## src/rtl/fazyrv_cmp_seq_pkg.sv

```systemverilog
// ----------------------------------------------------------------------------
// fazyrv_cmp_seq_pkg
// Shared core header for the chunked compare sequencer. It holds the control
// FSM state encodings, the state enum built on them, and a helper that sizes
// the chunk counter.
// ----------------------------------------------------------------------------
package fazyrv_cmp_seq_pkg;

  // Compare sequencer FSM encodings, kept beside the other control FSMs
  localparam logic [1:0] CMP_ST_IDLE = 2'd0;
  localparam logic [1:0] CMP_ST_RUN  = 2'd1;
  localparam logic [1:0] CMP_ST_DONE = 2'd2;

  typedef enum logic [1:0] {
    ST_IDLE = CMP_ST_IDLE,
    ST_RUN  = CMP_ST_RUN,
    ST_DONE = CMP_ST_DONE
  } cmp_state_e;

  // Chunk counter width: $clog2(nchunks), but never narrower than one bit
  function automatic int cnt_width(input int nchunks);
    if (nchunks > 1) begin
      return $clog2(nchunks);
    end else begin
      return 1;
    end
  endfunction

endpackage

```

## src/rtl/fazyrv_cmp.sv

```systemverilog
// ----------------------------------------------------------------------------
// fazyrv_cmp
// Per-chunk magnitude comparator. It compares one CHUNKSIZE-wide chunk of A
// against the matching chunk of B. When inv_msb_i is set, it inverts the MSB
// of both chunks first. On the most significant chunk, that turns an unsigned
// compare into a two's-complement signed compare.
//
// Ports:
//   a_i        chunk of operand A
//   b_i        chunk of operand B
//   inv_msb_i  invert the chunk MSB of both operands (signed, final chunk)
//   lo_o       A chunk < B chunk
//   gr_o       A chunk > B chunk
// ----------------------------------------------------------------------------
module fazyrv_cmp #(
  parameter int CHUNKSIZE = 2
) (
  input  logic [CHUNKSIZE-1:0] a_i,
  input  logic [CHUNKSIZE-1:0] b_i,
  input  logic                 inv_msb_i,
  output logic                 lo_o,
  output logic                 gr_o
);

  logic [CHUNKSIZE-1:0] a_s;
  logic [CHUNKSIZE-1:0] b_s;

  // Flip the sign bit of both operands so that the unsigned compare orders them as signed
  always_comb begin
    a_s = a_i;
    b_s = b_i;
    a_s[CHUNKSIZE-1] = a_i[CHUNKSIZE-1] ^ inv_msb_i;
    b_s[CHUNKSIZE-1] = b_i[CHUNKSIZE-1] ^ inv_msb_i;
  end

  // Unsigned verdict on the (possibly sign-adjusted) chunk pair
  always_comb begin
    lo_o = (a_s < b_s);
    gr_o = (a_s > b_s);
  end

endmodule

```

## src/rtl/fazyrv_cmp_seq.sv

```systemverilog
// ----------------------------------------------------------------------------
// fazyrv_cmp_seq
// Sequencer that runs a full-width compare over the chunked datapath.
// Operands arrive one CHUNKSIZE-wide chunk per accepted beat, starting with
// the LSB chunk. Each chunk that is not equal overwrites the running lower or
// greater verdict, so the most significant chunk that differs decides the
// result. The final chunk is compared with inverted MSBs when the compare is
// signed.
//
// Ports:
//   clk_i      clock, rising edge
//   rst_i      synchronous reset, active high
//   start_i    begin a compare (honoured in IDLE/DONE, ignored in RUN)
//   signed_i   signed compare, sampled with an honoured start_i
//   vld_i      a_i/b_i carry a valid chunk
//   a_i, b_i   operand chunks
//   busy_o     compare in progress
//   last_o     next accepted beat is the final chunk
//   done_o     one-cycle result-valid pulse
//   lt_o/eq_o/gt_o  registered result flags, held until the next result
// ----------------------------------------------------------------------------
module fazyrv_cmp_seq
  import fazyrv_cmp_seq_pkg::*;
#(
  parameter int CHUNKSIZE = 2,
  parameter int WIDTH     = 32
) (
  input  logic                 clk_i,
  input  logic                 rst_i,
  input  logic                 start_i,
  input  logic                 signed_i,
  input  logic                 vld_i,
  input  logic [CHUNKSIZE-1:0] a_i,
  input  logic [CHUNKSIZE-1:0] b_i,
  output logic                 busy_o,
  output logic                 last_o,
  output logic                 done_o,
  output logic                 lt_o,
  output logic                 eq_o,
  output logic                 gt_o
);

  localparam int NCHUNKS = WIDTH / CHUNKSIZE;
  localparam int CNT_W   = cnt_width(NCHUNKS);

  localparam logic [CNT_W-1:0] CNT_LAST = CNT_W'(NCHUNKS - 1);
  localparam logic [CNT_W-1:0] CNT_ONE  = CNT_W'(1);
  localparam logic [CNT_W-1:0] CNT_ZERO = CNT_W'(0);

  cmp_state_e       state_r;
  cmp_state_e       state_s;
  logic [CNT_W-1:0] cnt_r;
  logic [CNT_W-1:0] cnt_s;
  logic             lo_r;
  logic             lo_s;
  logic             gr_r;
  logic             gr_s;
  logic             signed_r;
  logic             signed_s;
  logic             lt_r;
  logic             lt_s;
  logic             eq_r;
  logic             eq_s;
  logic             gt_r;
  logic             gt_s;
  logic             busy_r;
  logic             last_r;
  logic             done_r;

  logic             inv_msb_s;
  logic             chunk_lo_s;
  logic             chunk_gr_s;

  // MSB inversion only matters on the most significant chunk of a signed compare
  always_comb begin
    inv_msb_s = signed_r & (cnt_r == CNT_LAST);
  end

  fazyrv_cmp #(
    .CHUNKSIZE (CHUNKSIZE)
  ) u_cmp (
    .a_i       (a_i),
    .b_i       (b_i),
    .inv_msb_i (inv_msb_s),
    .lo_o      (chunk_lo_s),
    .gr_o      (chunk_gr_s)
  );

  // Next-state, accumulator and result computation
  always_comb begin
    state_s  = state_r;
    cnt_s    = cnt_r;
    lo_s     = lo_r;
    gr_s     = gr_r;
    signed_s = signed_r;
    lt_s     = lt_r;
    eq_s     = eq_r;
    gt_s     = gt_r;

    case (state_r)
      ST_IDLE, ST_DONE: begin
        if (start_i) begin
          // Fresh compare. Previous lt/eq/gt stay visible until it completes.
          state_s  = ST_RUN;
          cnt_s    = CNT_ZERO;
          lo_s     = 1'b0;
          gr_s     = 1'b0;
          signed_s = signed_i;
        end else begin
          state_s = ST_IDLE;
        end
      end

      ST_RUN: begin
        if (vld_i) begin
          // A chunk that differs overrides whatever less significant chunks said
          if (chunk_lo_s) begin
            lo_s = 1'b1;
            gr_s = 1'b0;
          end else if (chunk_gr_s) begin
            lo_s = 1'b0;
            gr_s = 1'b1;
          end else begin
            lo_s = lo_r;
            gr_s = gr_r;
          end

          if (cnt_r == CNT_LAST) begin
            state_s = ST_DONE;
            cnt_s   = CNT_ZERO;
            lt_s    = lo_s;
            gt_s    = gr_s;
            eq_s    = ~lo_s & ~gr_s;
          end else begin
            cnt_s = cnt_r + CNT_ONE;
          end
        end else begin
          // Stall: no beat this cycle, hold everything
          state_s = ST_RUN;
        end
      end

      default: begin
        state_s = ST_IDLE;
        cnt_s   = CNT_ZERO;
        lo_s    = 1'b0;
        gr_s    = 1'b0;
      end
    endcase
  end

  // State, accumulator and registered output flags
  always_ff @(posedge clk_i) begin
    if (rst_i) begin
      state_r  <= ST_IDLE;
      cnt_r    <= CNT_ZERO;
      lo_r     <= 1'b0;
      gr_r     <= 1'b0;
      signed_r <= 1'b0;
      lt_r     <= 1'b0;
      eq_r     <= 1'b0;
      gt_r     <= 1'b0;
      busy_r   <= 1'b0;
      last_r   <= 1'b0;
      done_r   <= 1'b0;
    end else begin
      state_r  <= state_s;
      cnt_r    <= cnt_s;
      lo_r     <= lo_s;
      gr_r     <= gr_s;
      signed_r <= signed_s;
      lt_r     <= lt_s;
      eq_r     <= eq_s;
      gt_r     <= gt_s;
      // Status flags are decoded from the next state so they line up with state_r
      busy_r   <= (state_s == ST_RUN);
      last_r   <= (state_s == ST_RUN) && (cnt_s == CNT_LAST);
      done_r   <= (state_s == ST_DONE);
    end
  end

  assign busy_o = busy_r;
  assign last_o = last_r;
  assign done_o = done_r;
  assign lt_o   = lt_r;
  assign eq_o   = eq_r;
  assign gt_o   = gt_r;

endmodule

```

## config.mk

```make
export PLATFORM = sky130hd
export DESIGN_NAME = fazyrv_cmp_seq
export DESIGN_NICKNAME = d
export VERILOG_FILES = /design/src/rtl/fazyrv_cmp_seq_pkg.sv /design/src/rtl/fazyrv_cmp.sv /design/src/rtl/fazyrv_cmp_seq.sv
export SDC_FILE = /design/constraint.sdc
export NUM_CORES = 1
export LEC_CHECK = 0
export BUFFER_PORTS_ARGS = -buffer_cell sky130_fd_sc_hd__buf_2
export CAP_MARGIN = 10
export CORE_ASPECT_RATIO = 1.1
export CORE_MARGIN = 5
export CORE_UTILIZATION = 40
export CTS_BUF_LIST = sky130_fd_sc_hd__clkbuf_2
export CTS_CLUSTER_DIAMETER = 40
export DETAILED_ROUTE_END_ITERATION = 8
export PLACE_DENSITY = 0.6
export SYNTH_ARGS = -nofsm -noshare
export SYNTH_HDL_FRONTEND = slang
export SYNTH_SLANG_ARGS = --single-unit
```

## constraint.sdc

```tcl
create_clock -name clk_i -period 2.2 [get_ports clk_i]
set_input_delay 0.33 -clock clk_i [delete_from_list [all_inputs] [get_ports clk_i]]
set_output_delay 0.33 -clock clk_i [all_outputs]
set_load 0.01 [all_outputs]
```

# Yosys cells after proc, flatten, opt, wreduce, memory -nomap -nowiden
# Index checks and enable logic that the tools add are counted.
[totals]
register_bits = 15
input_bits = 9
[classes]
add_sub_neg = 1
order_cmp = 2
n_eq_ne = 8
mux = 21
bitwise = 6
n_reduce_logical = 6
[op_table]
columns = ["cell", "count"]
rows = [
  ["$mux W1", 12],
  ["$mux W4", 3],
  ["$eq A4 B4 Y1 const B", 2],
  ["$pmux W4 S2", 1],
  ["$add A4 B1 Y4 const B", 1],
  ["$eq A2 B1 Y1 const B", 2],
  ["$eq A2 B2 Y1 const B", 2],
  ["$mux W2", 2],
  ["$ne A2 B2 Y1 const B", 2],
  ["$pmux W1 S2", 2],
  ["$pmux W2 S2", 1],
  ["$reduce_and A2 Y1", 2],
  ["$reduce_and A3 Y1", 1],
  ["$and A1 B1 Y1", 2],
  ["$gt A2 B2 Y1", 1],
  ["$logic_not A2 Y1", 1],
  ["$lt A2 B2 Y1", 1],
  ["$not A1 Y1", 2],
  ["$reduce_or A2 Y1", 1],
  ["$xor A1 B1 Y1", 2],
  ["$logic_and A1 B1 Y1", 1],
]

# Longest topological paths before layout
# Gate-level depths: netlist (run 1).
[logic_depth]
word_depth = 10
ltp_mapped = 6
mapped_depth_nobuf = 6

# Modules after synthesis
# A second synthesis (run 1) with hierarchy kept.
[unflattened]
cells_unflattened = 84
hier_area_um2 = 764.5
[by_module_without_submodules]
columns = ["mod", "instances", "cells_each", "area_per_inst_um2", "seq_area_each_um2"]
rows = [
  ["fazyrv_cmp_seq", 1, 76, 685.7, 300.3],
  ["fazyrv_cmp", 1, 8, 78.8, 0.0],
]

# Least setup slack after synthesis (run 1)
# No wires, ideal clock.
[synth_path]
path_type = "register -> register"
from = "register cnt_r[0]"
to = "register lt_r (netlist: lt_o)"
t_arrival_ps = 1299
setup_slack_ps = 834
stages_incl_launch_ff = 6
path_buffers = 0
synth_period_minus_slack_ps = 1366
path_cell_list = "dfxtp_1 -> ha_1 -> nand4_1 -> mux2_4 -> a211o_1 -> a21oi_2"
[synth_via]
elab_chain_cells = 8
word_cells_on_any_way = 11
cone_classes = "2 x order compare; 1 x eq/ne; 4 x mux; 3 x bitwise; 1 x reduce/logical"
[synth_rtl]
columns = ["item", "line_no", "text"]
rows = [
  ["from (decl)", "fazyrv_cmp_seq.sv:52", "logic [CNT_W-1:0] cnt_r;"],
  ["from (signal assigned)", "fazyrv_cmp_seq.sv:168", "cnt_r <= cnt_s;"],
  ["$eq A4 B4 Y1 (*)", "fazyrv_cmp_seq.sv:76, fazyrv_cmp_seq.sv:128", ""],
  ["$and A1 B1 Y1", "fazyrv_cmp_seq.sv:76", "inv_msb_s = signed_r & (cnt_r == CNT_LAST);"],
  ["$xor A1 B1 Y1 (on tied branches)", "fazyrv_cmp.sv:32, fazyrv_cmp.sv:33", ""],
  ["$gt A2 B2 Y1", "fazyrv_cmp.sv:39", "gr_o = (a_s > b_s);"],
  ["$mux W1", "fazyrv_cmp_seq.sv:120", "end else if (chunk_gr_s) begin"],
  ["$mux W1", "fazyrv_cmp_seq.sv:117", "if (chunk_lo_s) begin"],
  ["$mux W1", "fazyrv_cmp_seq.sv:115", "if (vld_i) begin"],
  ["$mux W1", "fazyrv_cmp_seq.sv:100", "case (state_r)"],
  ["to (signal assigned)", "fazyrv_cmp_seq.sv:172", "lt_r <= lt_s;"],
  ["to (decl)", "fazyrv_cmp_seq.sv:60", "logic lt_r;"],
]
# Mark *: on every way between the ends. The rest lies on a longest branch, timed or not. The select of a mux whose other input is x is not followed.
# A chain may end at the register's enable or synchronous reset.

# Worst setup path after layout (run 1)
[layout_path]
from = "register cnt_r[0]"
to = "register gt_r (netlist: gt_o)"
[layout_via]
elab_chain_cells = 8
word_cells_on_any_way = 11
cone_classes = "2 x order compare; 1 x eq/ne; 4 x mux; 3 x bitwise; 1 x reduce/logical"
[layout_rtl]
columns = ["item", "line_no", "text"]
rows = [
  ["$eq A4 B4 Y1 (*)", "fazyrv_cmp_seq.sv:76, fazyrv_cmp_seq.sv:128", ""],
  ["$and A1 B1 Y1", "fazyrv_cmp_seq.sv:76", ""],
  ["$xor A1 B1 Y1 (on tied branches)", "fazyrv_cmp.sv:32, fazyrv_cmp.sv:33", ""],
  ["$gt A2 B2 Y1", "fazyrv_cmp.sv:39", ""],
  ["$mux W1", "fazyrv_cmp_seq.sv:120", ""],
  ["$mux W1", "fazyrv_cmp_seq.sv:117", ""],
  ["$mux W1", "fazyrv_cmp_seq.sv:115", ""],
  ["$mux W1", "fazyrv_cmp_seq.sv:100", ""],
  ["to (signal assigned)", "fazyrv_cmp_seq.sv:174", "gt_r <= gt_s;"],
  ["to (decl)", "fazyrv_cmp_seq.sv:64", "logic gt_r;"],
]
# Marked as above.

==> results of run 1 <==
[flip-flops by register name (all words and copies together) (netlist names)]
register  flops
busy_o        1
cnt_r         4
done_o        1
eq_o          1
gr_r          1
gt_o          1
last_o        1
lo_r          1
lt_o          1
signed_r      1
state_r       2
[Yosys cell counts, drive strengths merged]
| cell type | number |
|---|---|
| a22oi | 1 |
| a211o | 2 |
| nand4 | 3 |
| o21a | 1 |
| dfxtp | 15 |
| a31o | 1 |
| nor2 | 10 |
| and2b | 1 |
| and3 | 1 |
| and4 | 1 |
| o21ba | 1 |
| nand2b | 3 |
| or3b | 1 |
| inv | 1 |
| a21oi | 6 |
| nor4 | 1 |
| or2 | 1 |
| mux2 | 1 |
| a211oi | 1 |
| nor3b | 1 |
| nor3 | 3 |
| o21ai | 1 |
| a21o | 1 |
| ha | 2 |
| clkbuf | 1 |
| nand3b | 2 |
| xnor2 | 1 |
| mux2i | 1 |
| o31ai | 1 |
| nor2b | 2 |
| nand3 | 1 |
| nand2 | 6 |
| o22ai | 2 |
[how the worst max path moves through the flow]
stage,startpoint,endpoint,slack (ns),cells past startpoint
3_3_place_gp,cnt_r[0],gt_o,0.73,5
6_report,cnt_r[0],gt_o,0.62,5
5_1_grt,cnt_r[0],gt_o,0.51,5
3_5_place_dp,cnt_r[0],gt_o,0.67,5
2_1_floorplan,cnt_r[0],lt_o,0.83,5
4_1_cts,cnt_r[0],gt_o,0.63,5
[kinds of logic (layout without fill, tap and decap cells)]
kind of cell	after synthesis	after routing	synth area share (%)
adder cells (fa/ha/maj)	2	2	3.539
flip-flops	15	15	42.48
multiplexers	2	2	3.539
buffers and inverters	2	19	1.061
AND/OR/NAND/NOR	37	37	29.56
XOR/XNOR	1	1	1.239
AO/OA/AOI/OAI	18	18	18.59
[where the power goes]
| part | switching (uW) | internal [uW] |
|---|---|---|
| logic | 38.1 | 30.0 |
| registers | 7.96 | 280 |
| clock network | 89.8 | 48.2 |
[per-layer routing]
layer / global-route usage, % / up-vias / wire length (um)
li1: - / 316 / -
met1: 15.05 / 286 / 721
met2: 22.80 / 13 / 799
met3: 1.939 / 7 / 67
met4: 11.79 / 0 / 73
met5: 0 / - / 0
[final cells by class]
type	count	area, um2
Fill cell	173	925.9
Clock buffer	4	20.02
Inverter	1	3.754
Sequential cell	15	300.3
Tap cell	18	22.52
Multi-Input combinational cell	60	399.1
Timing Repair Buffer	14	70.07
[per-stage QoR]
| step | total power [uW] | worst slack (ns) | cell area [um2] | hold slack, ns | std cells |
|---|---|---|---|---|---|
| after global routing | 522.2 | 0.5100 | 815.8 | 0.2660 | 112 |
| after detailed placement | 361.1 | 0.6665 | 795.8 | 0.4646 | 108 |
| final | 494.0 | 0.6249 | 815.8 | 0.2571 | 112 |
| after CTS | 501.6 | 0.6299 | 815.8 | 0.2496 | 112 |
| after global placement | 360.5 | 0.7308 | 795.8 | 0.4577 | 108 |
| after floorplan | 337.8 | 0.8339 | 706.9 | 0.4500 | 77 |
[worst register-to-register path, stage by stage (launching register included)]
cell	delay (ns)
dfxtp_1	0.43
ha_1	0.23
nand4_1	0.16
mux2_4	0.35
a21oi_1	0.20
a211oi_1	0.10
==> flow_metrics.tcl, run 1 <==
set metrics [dict create \
    synthTopCellsByArea "dfxtp_1 42%, nor2_1 5.3%, a21oi_1 3.5%" \
    fp.dieW_um 50.09 \
    dp_hpwl_mm 1.224 \
    cts_buffers 3 \
    hold_end "signed_r" \
    hold_viol 0 \
    fin_setup_tns_ns 0 \
    setup_viol 0 \
    fin_crit_ns 1.575 \
    final.setup_skew_ns 0.004102 \
    yosys.area.top_type "dfxtp_1" \
    r2r-start "cnt_r[0]" \
    cp.required_ns 2.39 \
    rsz0062_at_grt "false" \
    syn_to_final_growth_pct 15.40 \
    p_per_area_nw_per_um2 605.6 \
    hp-class "primary input to flop" \
    crit_buf_inv 0 \
    cts_setup_buffers 0 \
    port-buffer-count 14 \
    ys_seq_area_share_pct 42.48 \
    avgSynthCellArea_um2 9.181 \
    vias 622 \
    drc 0 \
    vdd_drop_max_v 0.0003252 \
    num_antenna_cells 0 \
    vias_per_cell 5.554 \
    first_iter_violations 11 \
    grt_pass1_vias 601 \
    path_cells "ha_1 > nand4_1 > mux2_4 > a21oi_1 > a211oi_1" \
    clk_pin_slew_worst_paths_ns 0.14 \
    syn-instance-count 77 \
    cp-start-kind "flop" \
    slew_viol_final 0 \
    wire_per_inst_um 14.83 \
    cp_max_fo 4 \
    fin_crit_sh_pct 71.60 \
    final_cell_mix "15 x dfxtp_1, 14 x buf_2, 10 x nor2_1" \
    core_area_um2 1742 \
    grt.total_usage_pct 13.59 \
    p_leak_uw 0.0003429 \
    antenna_found_initial 0 \
    grt_overflow 0 \
    dr.pass1.iters 6 \
    die_h_um 54.09 \
    synth_area_um2 706.9 \
    cp_top_family "flip-flops" \
    r2r_slack_ns 0.62 \
    worst_pin_slew_ns 0.3021 \
    cts-htree-levels 1 \
    row_count 16 \
    reg2reg_depth 5 \
    cts_sinks 15 \
    hold_buffers 0 \
    final_common_cell "dfxtp_1" \
    start_util_pct 40.59 \
    reg2reg_to "gt_o" \
    relSlewSlack_pct 79.78 \
    ys_seq_elements 15 \
    routed_wl_mm 1.661 \
    max_cap_violations 0 \
    crit_arrival_ns 1.77 \
    nets 106 \
    cts_tree "done" \
    postRouteAntennaNets 0 \
    whs_path_depth 3 \
    yosysWarningCount 0 \
    syn-num-nets 88 \
    grt_start_max_net_pins 15 \
    max_freq_ghz 0.6349 \
    cts-resized-gates 0 \
    root_buffer "clkbuf_2" \
    hold_start "signed_i" \
    grt_first_pass_wirelength_mm 2.684 \
    die-area_um2 2709 \
    status "finished, final reports clean" \
    clk_path_buf_depth 2 \
    end_kind "flop" \
    drive_gt1_share_pct 28.72 \
    yosys.cell_types.count 36 \
    fin_util_pct 46.84 \
    critical_path_class "flop to flop" \
    cp_slowest_stage_delay_ns 0.43 \
    slowest_stage "dfxtp_1" \
    insertion_delay_ns 0.30 \
    gp_congestion 0.8131 \
    io-pin-count 15 \
    synth.top_cell.area_share_pct 42.48 \
]
Note: power is estimated with default switching activity, not from simulation.
==> inputs of run 2 (changes only) <==
Settings changed: PLACE_DENSITY 0.6 to 0.62.
Clock period 2.2 ns to 1.4 ns, I/O delays scaled along.
==> run 2 against run 1 <==
Effect of this change:
- routed wire length is 12% lower
- worst setup slack worse by 0.58 ns
- sequential share of layout area is 2.1 points lower
- register-to-register slack worse by 0.58 ns
- clock skew is 0.0023 ns lower
- clock-buffer cell count is 1 lower
- power is 57% higher
- cell area is 7.5% higher
- clock power is 52% higher
- global-route usage is 1.7 points lower
- highest routed layer unchanged
==> flow_metrics.tcl, run 2 (synthesized netlist as in run 1, its figures left out) <==
set metrics [dict create \
    critical_path_class "flop to flop" \
    slowest_stage "dfxtp_2" \
    path_cells "ha_4 > nand4_1 > mux2_4 > a211o_1 > a21oi_1" \
    hold_start "signed_i" \
    hold_viol 0 \
    root_buffer "clkbuf_2" \
    core_area_um2 1742 \
    grtUsageMet3_pct 3.047 \
    drc 0 \
    setup_viol 0 \
    port-buffer-count 14 \
    insertion_delay_ns 0.30 \
    start_util_pct 40.59 \
    fin_util_pct 50.36 \
    finalPower_uw 777.4 \
    max_freq_ghz 0.7365 \
    fp.dieW_um 50.09 \
    wire_per_inst_um 12.40 \
    crit_arrival_ns 1.60 \
    cts_buffers 3 \
    dr.pass1.iters 4 \
    end_kind "flop" \
    final_common_cell "buf_2" \
    cp.required_ns 1.64 \
    largest_reg_flops 4 \
    cts_sinks 15 \
    slew_viol_final 0 \
    vias 637 \
    fin_crit_sh_pct 96.98 \
    clk_pin_slew_worst_paths_ns 0.14 \
    grt.total_usage_pct 11.93 \
    final_cell_mix "14 x buf_2, 12 x dfxtp_1, 10 x nor2_1" \
    busiest_layer "met2" \
    p_leak_uw 0.0003713 \
    r2r-start "cnt_r[1]" \
    num_antenna_cells 0 \
    io-pin-count 15 \
    syn_to_final_growth_pct 24.07 \
    grt_use_met2_pct 18.41 \
    p_per_area_nw_per_um2 886.3 \
    grt_pass1_vias 569 \
    vias_per_cell 5.398 \
    first_iter_violations 8 \
    top_register "cnt_r" \
    final.setup_skew_ns 0.001827 \
    cp-start-kind "flop" \
    fin_area_um2 877.1 \
    reg.largest.list "cnt_r x4, state_r x2" \
    hp-class "primary input to flop" \
    row_count 16 \
    hold_buffers 0 \
    drive_gt1_share_pct 37.00 \
    cp_top_family "flip-flops" \
    cts-htree-levels 1 \
    fillCellCount 185 \
    nets 112 \
    cp_max_fo 4 \
    die_h_um 54.09 \
    routed_wl_mm 1.463 \
    postRouteAntennaNets 0 \
    status "finished, final reports clean" \
    antenna_found_initial 0 \
    die-area_um2 2709 \
    cts_tree "done" \
    crit_start "cnt_r[1]" \
    max_cap_violations 0 \
    dpl_cell_area_um2 833.3 \
    relSlewSlack_pct 81.07 \
    grt_overflow 0 \
    dp_hpwl_mm 1.157 \
    worst_pin_slew_ns 0.2825 \
    rsz0062_at_grt "true" \
    clk_path_buf_depth 2 \
    fin_crit_ns 1.358 \
    grt_first_pass_wirelength_mm 2.387 \
    grt_start_max_net_pins 14 \
    grt.met1_usage_pct 13.76 \
    cp_slowest_stage_delay_ns 0.38 \
    vdd_drop_max_v 0.0005092 \
    gp_congestion 0.8062 \
    crit_buf_inv 0 \
]
[run 2: changes by cell type in the layout (fill, tap and decap cells not counted)]
cell | before | now
clkinv_2 | 0 | 1
ha_1 | 2 | 1
dfxtp_1 | 15 | 12
clkbuf_2 | 4 | 3
ha_4 | 0 | 1
buf_4 | 0 | 6
dfxtp_2 | 0 | 3
[run 2: path summary, 6_finish.rpt]
| check | slack [ns] | depth (start not counted) | to |
|---|---|---|---|
| min reg2reg | 0.47 | 2 | eq_o |
| max | 0.04 | 5 | lo_r |
| min | 0.13 | 3 | signed_r |
| max reg2reg | 0.04 | 5 | lo_r |
[run 2: area by class of cell]
class / count / area [um2] / area share, %
inverter: 1 / 3.754 / 0.4280
clock inverter: 1 / 5.005 / 0.5706
clock buffer: 3 / 15.01 / 1.712
sequential: 15 / 304.0 / 34.66
timing repair buffer: 20 / 115.1 / 13.12
multi-input combinational: 60 / 411.6 / 46.93
tap: 18 / 22.52 / 2.568
[run 2: what timing repair did]
| item | 4_1_cts | 5_1_grt |
|---|---|---|
| endpoints found under the setup margin | 1 | 6 |
| pin swaps | 0 | 1 |
| buffers inserted | 0 | 1 |
| gates resized for setup | 2 | 3 |
[run 2: worst min-delay path, stage by stage]
cell and delay, ns:
buf_2 0.07, mux2i_1 0.05, nor2_1 0.07
[run 2: layer usage]
metal	vias to the layer above	share of wire (%)
met5	-	0
met4	0	2.7
met3	4	4.6
met2	14	48
met1	290	45
li1	329	-
[run 2: report_power, final]
part	internal (uW)	switching [uW]	total [uW]
Clock	64.6	145	210
Combinational	55.4	59.5	115
Sequential	441	11.3	453
Total	561	216	777
[run 2: metrics by stage]
step	instances	setup WS, ns	hold WS [ns]	setup TNS (ns)
detailed placement	113	0.02128	0.4518	0
floorplan	77	0.03388	0.3347	0
CTS	117	0.003432	0.1273	0
finish	118	0.04226	0.1339	0
global route	118	-0.01592	0.1553	-0.01758
global placement	113	0.03667	0.4377	0
==> inputs of run 3 (changes only) <==
Settings changed: PLACE_DENSITY 0.62 to 0.6.
Clock period 1.4 ns to 1.55 ns, I/O delays scaled along.
==> run 3 against run 2 <==
Effect of this change:
- worst setup slack gained 0.065 ns
- first-iteration DRC count grew 13%
- clock-buffer cell count is the same
- sequential cell count is the same
- maximum frequency shrank 5.9%
- global-route usage grew 1.4 points
- power shrank 12%
- clock skew grew 0.0093 ns
- largest power group unchanged
- combinational power shrank 16%
- via count shrank 0.47%
- register-to-register slack gained 0.07 ns
==> flow_metrics.tcl, run 3 (synthesized netlist as in run 1, its figures left out) <==
set metrics [dict create \
    drc 0 \
    max_freq_ghz 0.6932 \
    grt_overflow 0 \
    cts_sinks 15 \
    cp.required_ns 1.79 \
    max_cap_violations 0 \
    fin_hold_ws_ns 0.1859 \
    p_per_area_nw_per_um2 820.2 \
    start_util_pct 40.59 \
    hold_viol 0 \
    vias 634 \
    final_cells 114 \
    reg.largest.list "cnt_r x4, state_r x2" \
    cts_tree "done" \
    hp-class "primary input to flop" \
    fin_crit_ns 1.443 \
    postRouteAntennaNets 0 \
    path_cells "ha_2 > nand4_1 > mux2_4 > a211o_1 > a21oi_2" \
    slowest_stage "dfxtp_2" \
    final_cell_mix "14 x buf_2, 13 x dfxtp_1, 10 x nor2_1" \
    grtUsageMet3_pct 3.601 \
    grt_start_max_net_pins 14 \
    dr.pass1.iters 4 \
    nets 108 \
    gp_congestion 0.7884 \
    root_buffer "clkbuf_2" \
    first_iter_violations 9 \
    busiest_layer "met2" \
    dp.cells 110 \
    dpl_cell_area_um2 810.8 \
    worst_pin_slew_ns 0.2762 \
    status "finished, final reports clean" \
    vias_per_cell 5.561 \
    io-pin-count 15 \
    cp_slowest_stage_delay_ns 0.38 \
    num_antenna_cells 0 \
    insertion_delay_ns 0.28 \
    syn_to_final_growth_pct 18.23 \
    port-buffer-count 14 \
    cp_max_fo 4 \
    final_common_cell "buf_2" \
    grt_use_met2_pct 21.55 \
    rsz0062_at_grt "false" \
    die_h_um 54.09 \
    critical_path_class "flop to flop" \
    cts_setup_buffers 0 \
    largest_reg_flops 4 \
    crit_buf_inv 0 \
    routed_wl_mm 1.465 \
    fin_setup_tns_ns 0 \
    fin_area_um2 835.8 \
    grt.met1_usage_pct 15.22 \
    row_count 16 \
    grt_pass1_vias 673 \
    clk_pin_slew_worst_paths_ns 0.15 \
    cts-htree-levels 1 \
    fp.dieW_um 50.09 \
    dp_hpwl_mm 1.140 \
    slew_viol_final 0 \
    cp-start-kind "flop" \
    vdd_drop_max_v 0.0004940 \
    fin_util_pct 47.99 \
    final.setup_skew_ns 0.01109 \
    cp_top_family "flip-flops" \
    end_kind "flop" \
    p_leak_uw 0.0003495 \
    grt.total_usage_pct 13.36 \
    wire_per_inst_um 12.85 \
    setup_viol 0 \
    die-area_um2 2709 \
    relSlewSlack_pct 81.49 \
    core_area_um2 1742 \
    grt_first_pass_wirelength_mm 2.746 \
    clk_path_buf_depth 2 \
    cts_buffers 3 \
    crit_arrival_ns 1.68 \
    antenna_found_initial 0 \
    drive_gt1_share_pct 33.33 \
    fin_crit_sh_pct 93.07 \
    top_register "cnt_r" \
]
run 3: worst register-to-register path, stage by stage, from the launching register on:
cell     delay, ns
dfxtp_2       0.38
ha_2          0.21
nand4_1       0.14
mux2_4        0.34
a211o_1       0.24
a21oi_2       0.10
run 3: routing by layer:
metal	part of all wire (%)	up-vias
met1	45	298
met2	49	14
met3	5.4	4
met4	1.2	0
met5	0	-
li1	-	318
run 3: final timing paths:
kind | from | to | slack, ns | cells after the start
min | signed_i | signed_r | 0.19 | 3
max | cnt_r[0] | lt_o | 0.11 | 5
max reg2reg | cnt_r[0] | lt_o | 0.11 | 5
min reg2reg | eq_o | eq_o | 0.46 | 2
run 3: per-stage QoR:
step           power (uW)  worst slack [ns]
5_1_grt             730.6           0.01222
2_1_floorplan       479.4            0.1839
3_5_place_dp        512.6           0.08414
3_3_place_gp        511.3            0.1460
4_1_cts             696.0           0.06877
6_report            685.5            0.1073
run 3: cell type report:
type / count / area [um2]
clock buffer: 3 / 15.01
clock inverter: 1 / 5.005
fill: 176 / 905.9
inverter: 1 / 3.754
multi-input combinational: 60 / 401.6
sequential: 15 / 302.8
tap: 18 / 22.52
timing repair buffer: 16 / 85.08
run 3: report_power, final:
part | internal [uW] | leakage [uW] | switching, uW
logic | 44.4 | 0.000210 | 51.7
registers | 398 | 0.000123 | 10.8
clock network | 58.4 | 0.0000164 | 122
run 3: timing repair:
item / in CTS / in global routing
setup endpoints to repair: 0 / 4
gates resized for setup: 0 / 3
hold buffers: 0 / 0
endpoints found under the hold margin: 0 / 0
